File: config.mk
export PLATFORM = sky130hd
export DESIGN_NAME = fetch_initiator
export DESIGN_NICKNAME = d
export VERILOG_FILES = /design/src/rtl/fetch_pkg.sv /design/src/rtl/bus_watchdog.sv /design/src/rtl/fetch_initiator.sv
export SDC_FILE = /design/constraint.sdc
export NUM_CORES = 1
export LEC_CHECK = 0
export CORE_ASPECT_RATIO = 1.2
export CORE_UTILIZATION = 43
export DETAILED_ROUTE_END_ITERATION = 16
export HOLD_SLACK_MARGIN = 0.1
export PLACE_DENSITY = 0.8
export REMOVE_ABC_BUFFERS = 1
export SYNTH_ARGS = -nofsm -noshare
export SYNTH_HDL_FRONTEND = slang
export SYNTH_SLANG_ARGS = --single-unit
File: constraint.sdc
create_clock -name clk_i -period 2.2 [get_ports clk_i]
set_input_delay 0.22 -clock clk_i [delete_from_list [all_inputs] [get_ports clk_i]]
set_output_delay 0.22 -clock clk_i [all_outputs]
set_load 0.005 [all_outputs]
File: src/rtl/fetch_pkg.sv
`default_nettype none
// ============================================================================
//  Module      : fetch_pkg
//  Description : Shared constants for the instruction fetch initiator:
//                FSM state encoding and insn_err_o result codes.
//  Ports       : none (package)
//  Revision    : 1.0 - initial release
// ============================================================================
package fetch_pkg;

    // FSM state encoding
    localparam logic [1:0] c_st_idle = 2'd0;
    localparam logic [1:0] c_st_bus  = 2'd1;
    localparam logic [1:0] c_st_hold = 2'd2;

    // insn_err_o result codes
    localparam logic [1:0] c_err_ok       = 2'b00;
    localparam logic [1:0] c_err_bus      = 2'b01;
    localparam logic [1:0] c_err_timeout  = 2'b10;
    localparam logic [1:0] c_err_misalign = 2'b11;

    // Instructions are 32-bit words; the two low address bits must be zero.
    function automatic logic is_aligned(input logic [1:0] low_bits);
        return (low_bits == 2'b00);
    endfunction

endpackage : fetch_pkg
`default_nettype wire

File: src/rtl/bus_watchdog.sv
`default_nettype none
// ============================================================================
//  Module      : bus_watchdog
//  Description : Counts consecutive enabled cycles of a bus transaction and
//                flags expiry in the cycle that reaches TIMEOUT.
//  Ports       : clk        - clock
//                i_reset_n  - synchronous active-low reset
//                i_clear    - restart the count (new transaction accepted)
//                i_enable   - a bus cycle is in progress this cycle
//                o_expired  - this enabled cycle is cycle number TIMEOUT
//  Revision    : 1.0 - initial release
// ============================================================================
module bus_watchdog #(
    parameter int TIMEOUT = 15
) (
    input  logic clk,
    input  logic i_reset_n,
    input  logic i_clear,
    input  logic i_enable,
    output logic o_expired
);

    // r_count holds the number of completed bus cycles, so the cycle in
    // progress is number r_count+1; expiry fires when that equals TIMEOUT.
    localparam logic [7:0] c_limit = 8'(TIMEOUT - 1);

    logic [7:0] r_count;

    always_ff @(posedge clk) begin
        if (!i_reset_n) begin
            r_count <= 8'd0;
        end else if (i_clear) begin
            r_count <= 8'd0;
        end else if (i_enable) begin
            r_count <= r_count + 8'd1;
        end
    end

    assign o_expired = i_enable && (r_count == c_limit);

endmodule : bus_watchdog
`default_nettype wire

File: src/rtl/fetch_initiator.sv
`default_nettype none
// ============================================================================
//  Module      : fetch_initiator
//  Description : Single-outstanding instruction fetch engine. Accepts a PC,
//                runs one strobe/acknowledge bus read with watchdog, and holds
//                the result (or error code) until the core consumes it.
//  Ports       : clk_i, reset_ni              - clock, sync active-low reset
//                pc_i, pc_valid_i, pc_ready_o - fetch request handshake
//                flush_i                      - abort fetch / drop result
//                iadr_o, istb_o               - bus address / strobe
//                iack_i, ierr_i, idat_i       - bus ack / error / read data
//                insn_o, insn_pc_o, insn_err_o,
//                insn_valid_o, insn_ready_i   - result handshake
//  Revision    : 1.0 - initial release
// ============================================================================
module fetch_initiator
    import fetch_pkg::*;
#(
    parameter int ADDR_W  = 64,
    parameter int TIMEOUT = 15
) (
    input  logic              clk_i,
    input  logic              reset_ni,
    input  logic [ADDR_W-1:0] pc_i,
    input  logic              pc_valid_i,
    output logic              pc_ready_o,
    input  logic              flush_i,
    output logic [ADDR_W-1:0] iadr_o,
    output logic              istb_o,
    input  logic              iack_i,
    input  logic              ierr_i,
    input  logic [31:0]       idat_i,
    output logic [31:0]       insn_o,
    output logic [ADDR_W-1:0] insn_pc_o,
    output logic [1:0]        insn_err_o,
    output logic              insn_valid_o,
    input  logic              insn_ready_i
);

    logic [1:0]        r_state;
    logic [ADDR_W-1:0] r_iadr;
    logic              r_istb;
    logic [31:0]       r_insn;
    logic [ADDR_W-1:0] r_insn_pc;
    logic [1:0]        r_insn_err;
    logic              r_insn_valid;

    logic w_pc_ready;
    logic w_accept;
    logic w_in_bus;
    logic w_expired;

    // Ready is the only combinational output; it lets a consumed HOLD result
    // hand over straight to the next request without an IDLE bubble.
    assign w_pc_ready = reset_ni && !flush_i &&
                        ((r_state == c_st_idle) ||
                         ((r_state == c_st_hold) && insn_ready_i));
    assign w_accept   = pc_valid_i && w_pc_ready;
    assign w_in_bus   = (r_state == c_st_bus);

    bus_watchdog #(
        .TIMEOUT (TIMEOUT)
    ) u_watchdog (
        .clk       (clk_i),
        .i_reset_n (reset_ni),
        .i_clear   (w_accept),
        .i_enable  (w_in_bus),
        .o_expired (w_expired)
    );

    always_ff @(posedge clk_i) begin
        if (!reset_ni) begin
            r_state      <= c_st_idle;
            r_iadr       <= '0;
            r_istb       <= 1'b0;
            r_insn       <= 32'd0;
            r_insn_pc    <= '0;
            r_insn_err   <= c_err_ok;
            r_insn_valid <= 1'b0;
        end else begin
            case (r_state)
                c_st_bus: begin
                    // Flush wins over any same-cycle completion; error wins
                    // over acknowledge.
                    if (flush_i) begin
                        r_istb  <= 1'b0;
                        r_state <= c_st_idle;
                    end else if (ierr_i) begin
                        r_istb       <= 1'b0;
                        r_insn       <= 32'd0;
                        r_insn_err   <= c_err_bus;
                        r_insn_valid <= 1'b1;
                        r_state      <= c_st_hold;
                    end else if (iack_i) begin
                        r_istb       <= 1'b0;
                        r_insn       <= idat_i;
                        r_insn_err   <= c_err_ok;
                        r_insn_valid <= 1'b1;
                        r_state      <= c_st_hold;
                    end else if (w_expired) begin
                        r_istb       <= 1'b0;
                        r_insn       <= 32'd0;
                        r_insn_err   <= c_err_timeout;
                        r_insn_valid <= 1'b1;
                        r_state      <= c_st_hold;
                    end
                end
                default: begin
                    // IDLE and HOLD share the acceptance path; HOLD without
                    // acceptance either keeps its result or retires it.
                    if (w_accept) begin
                        r_insn_pc <= pc_i;
                        if (is_aligned(pc_i[1:0])) begin
                            r_iadr       <= pc_i;
                            r_istb       <= 1'b1;
                            r_insn_valid <= 1'b0;
                            r_state      <= c_st_bus;
                        end else begin
                            r_istb       <= 1'b0;
                            r_insn       <= 32'd0;
                            r_insn_err   <= c_err_misalign;
                            r_insn_valid <= 1'b1;
                            r_state      <= c_st_hold;
                        end
                    end else if ((r_state == c_st_hold) &&
                                 (flush_i || insn_ready_i)) begin
                        r_insn_valid <= 1'b0;
                        r_state      <= c_st_idle;
                    end
                end
            endcase
        end
    end

    assign pc_ready_o   = w_pc_ready;
    assign iadr_o       = r_iadr;
    assign istb_o       = r_istb;
    assign insn_o       = r_insn;
    assign insn_pc_o    = r_insn_pc;
    assign insn_err_o   = r_insn_err;
    assign insn_valid_o = r_insn_valid;

endmodule : fetch_initiator
`default_nettype wire

==> run summary <==
Worst Tran Pin Value -> 0.625 ns
Final wirelength -> 18,000 um
Worst skew pair latency -> 0.42 ns
R2R cell count -> 7
Crit start category -> flip-flop
Max cap viols -> 0
Final Util -> 66.7%
Syn avg cell area -> 8.48 um2
Post-synthesis cell area -> 6610 um2
Final net count -> 1,128
Worst Setup SP -> u_watchdog.r_count[0]
Synth top area share -> 52.7%
FF-to-FF Start -> u_watchdog.r_count[0]
Crit path max fanout -> 35
Yosys cell types -> 37
Post-CTS Hold Buffers -> 0
Worst path arrival time -> 2.37 ns
Drt drc -> 0
Area leader, netlist -> dfxtp_1
Worst Skew -> 0.00789 ns
Status -> complete, no violations
Filler instances -> 1,216
RSZ-0062 raised after global routing -> no
CTS tree -> yes
Final hold viol count -> 0
Commonest non-fill, non-tap cell in the layout -> nand2_1
CTS Buf Count -> 17
Worst-path clk slew -> 0.06 ns
Pre-antenna DRT Iters -> 4
Core area -> 15,000 um2
Drt initial violations -> 325
Reg2reg setup slack -> 0.13 ns
Total gr overflow -> 0
Sink Count -> 174
P&R area growth vs syn -> 51.6%
Critical path class -> flip-flop to flip-flop
Die X -> 115 um
Initial antenna violation count -> 0
Hold crit path type -> input pin to flip-flop
FF+latch count, synth -> 174
Hold depth -> 2
Yosys warnings -> 0
Largest net degree at the start of global routing -> 160
Clk buf depth -> 2
Reg-to-reg endpoint -> insn_o[22]
# diodes -> 0
Routed Antenna Nets -> 0
CTS Root Cell -> clkbuf_16
Die Ht -> 138 um
Setup Buffers After CTS -> 0
Seq/Total Area, Yosys -> 52.7%
Min-delay src -> reset_ni
Post-synth EDFFs -> 0
Post-DP HPWL -> 12,400 um
CP required -> 2.50 ns
Asr flop ratio synth -> 0%
Share of cells above drive strength 1 -> 4.73%
Slew Limit Headroom -> 58.3%
Top cells by area, synth -> dfxtp_1, nand2_1, a21boi_0
Pwr Density -> 659 nW/um2
I/O Buffers -> 267
Slew Limit Fails -> 0
Place WS -> 0.136 ns
Gr usage total -> 22.7%
Hold Path Sink -> insn_valid_o
Placement Rows -> 49
# setup viols final -> 0
RD Place Congestion -> 0.806
Period utilisation layout -> 94.0%
Post-cts resize count -> 0
Io pins -> 268
Leakage -> 3.62 nW
Drt via density -> 4.89
H-tree depth -> 4
Top FF cell, synth -> dfxtp_1
Post-synthesis cell count -> 779
Initial Util -> 44.0%
Setup WS post-layout -> 0.133 ns
Die ar. -> 15,900 um2
Fin crit period -> 2.07 ns
Max Freq -> 484 MHz
Peak VDD IR -> 0.000471 V
Commonest non-fill, non-tap cells in the layout -> nand2_1, clkdlybuf4s50_1, dfxtp_1
Routed len/inst -> 14.6 um
Vias in the first global route -> 5,721
First-pass GRT wire length -> 27,900 um
Total number of vias -> 6,060
Setup crit end kind -> flip-flop
## per-layer routing
layer,up-vias,track usage (%),routed length (um),part of all wire [%]
li1,3012,-,-,-
met1,2800,25.2,7490,41
met2,221,39.9,8820,49
met3,27,7.04,1370,7.6
met4,0,9.45,373,2.1
met5,-,0,0,0
## state kept, by name, indices dropped and copies added, names as in the netlist
register / flops
iadr_o: 64
insn_pc_o: 64
insn_o: 32
u_watchdog.r_count: 8
insn_err_o: 2
r_state: 2
insn_valid_o: 1
istb_o: 1
## power by group
group / total (mW) / switching [mW] / internal, mW
combinational: 0.581 / 0.230 / 0.351
clock: 2.78 / 1.22 / 1.56
sequential: 3.25 / 0.0323 / 3.21
total: 6.61 / 1.48 / 5.13
## logic make-up (layout without fill, tap and decap cells)
family          count (synthesis)  in the layout  share of synthesized area (%)
buf+inv                        61            317                           3.94
mux                            32             32                           4.85
fa+ha+maj                       2              2                          0.379
xor+xnor                        6              6                          0.796
compound gates                126            126                           14.1
flops                         174            174                           52.7
simple gates                  378            378                           23.2
## synthesized netlist by cell type, types with 2 or more instances
library cell	count
dfxtp_1	174
nor3_1	11
nand3_1	13
nand4_1	3
o21ai_0	3
buf_6	4
xnor2_1	3
nor3b_1	9
inv_1	5
a31oi_1	2
a21boi_0	107
and3_1	4
mux2i_1	32
ha_1	2
buf_1	12
a21oi_1	5
nor2_1	22
clkbuf_1	39
xor2_1	3
nand2b_1	4
nand2_1	306
## area by class of cell
type	count	area [um2]	area share [%]
Sequential cell	174	3480	34.8
Multi-Input combinational cell	544	2880	28.7
Timing Repair Buffer	281	2840	28.3
Clock buffer	23	488	4.87
Tap cell	204	255	2.55
Clock inverter	8	58.8	0.587
Inverter	5	18.8	0.187
## metrics by stage
step | total power [mW] | setup TNS (ns) | instances | hold slack [ns] | area (um2)
after global routing | 6.85 | 0 | 1239 | 0.111 | 10000
after detailed placement | 3.90 | 0 | 1208 | 0.446 | 9470
final | 6.61 | 0 | 1239 | 0.119 | 10000
after floorplan | 3.47 | -37.04 | 723 | 0.319 | 6360
after CTS | 6.67 | 0 | 1239 | 0.106 | 10000
after global placement | 3.89 | 0 | 1208 | 0.433 | 9470
## worst max-delay path: stages (launching register included)
cell and delay, ns:
dfxtp_1 0.35, inv_1 0.09, ha_1 0.14, or4b_1 0.43, o31a_1 0.34, a22o_2 0.25
buf_12 0.18, mux2i_1 0.14
## how the worst max path moves through the flow
stage | to | slack [ns] | cells after the start
floorplan | iadr_o[0] | -0.49 | 3
global placement | insn_o[21] | 0.19 | 7
detailed placement | insn_o[2] | 0.14 | 7
CTS | insn_o[2] | 0.13 | 7
global route | insn_o[27] | 0.02 | 7
finish | insn_o[22] | 0.13 | 7
Note: power is estimated with default switching activity, not from simulation.
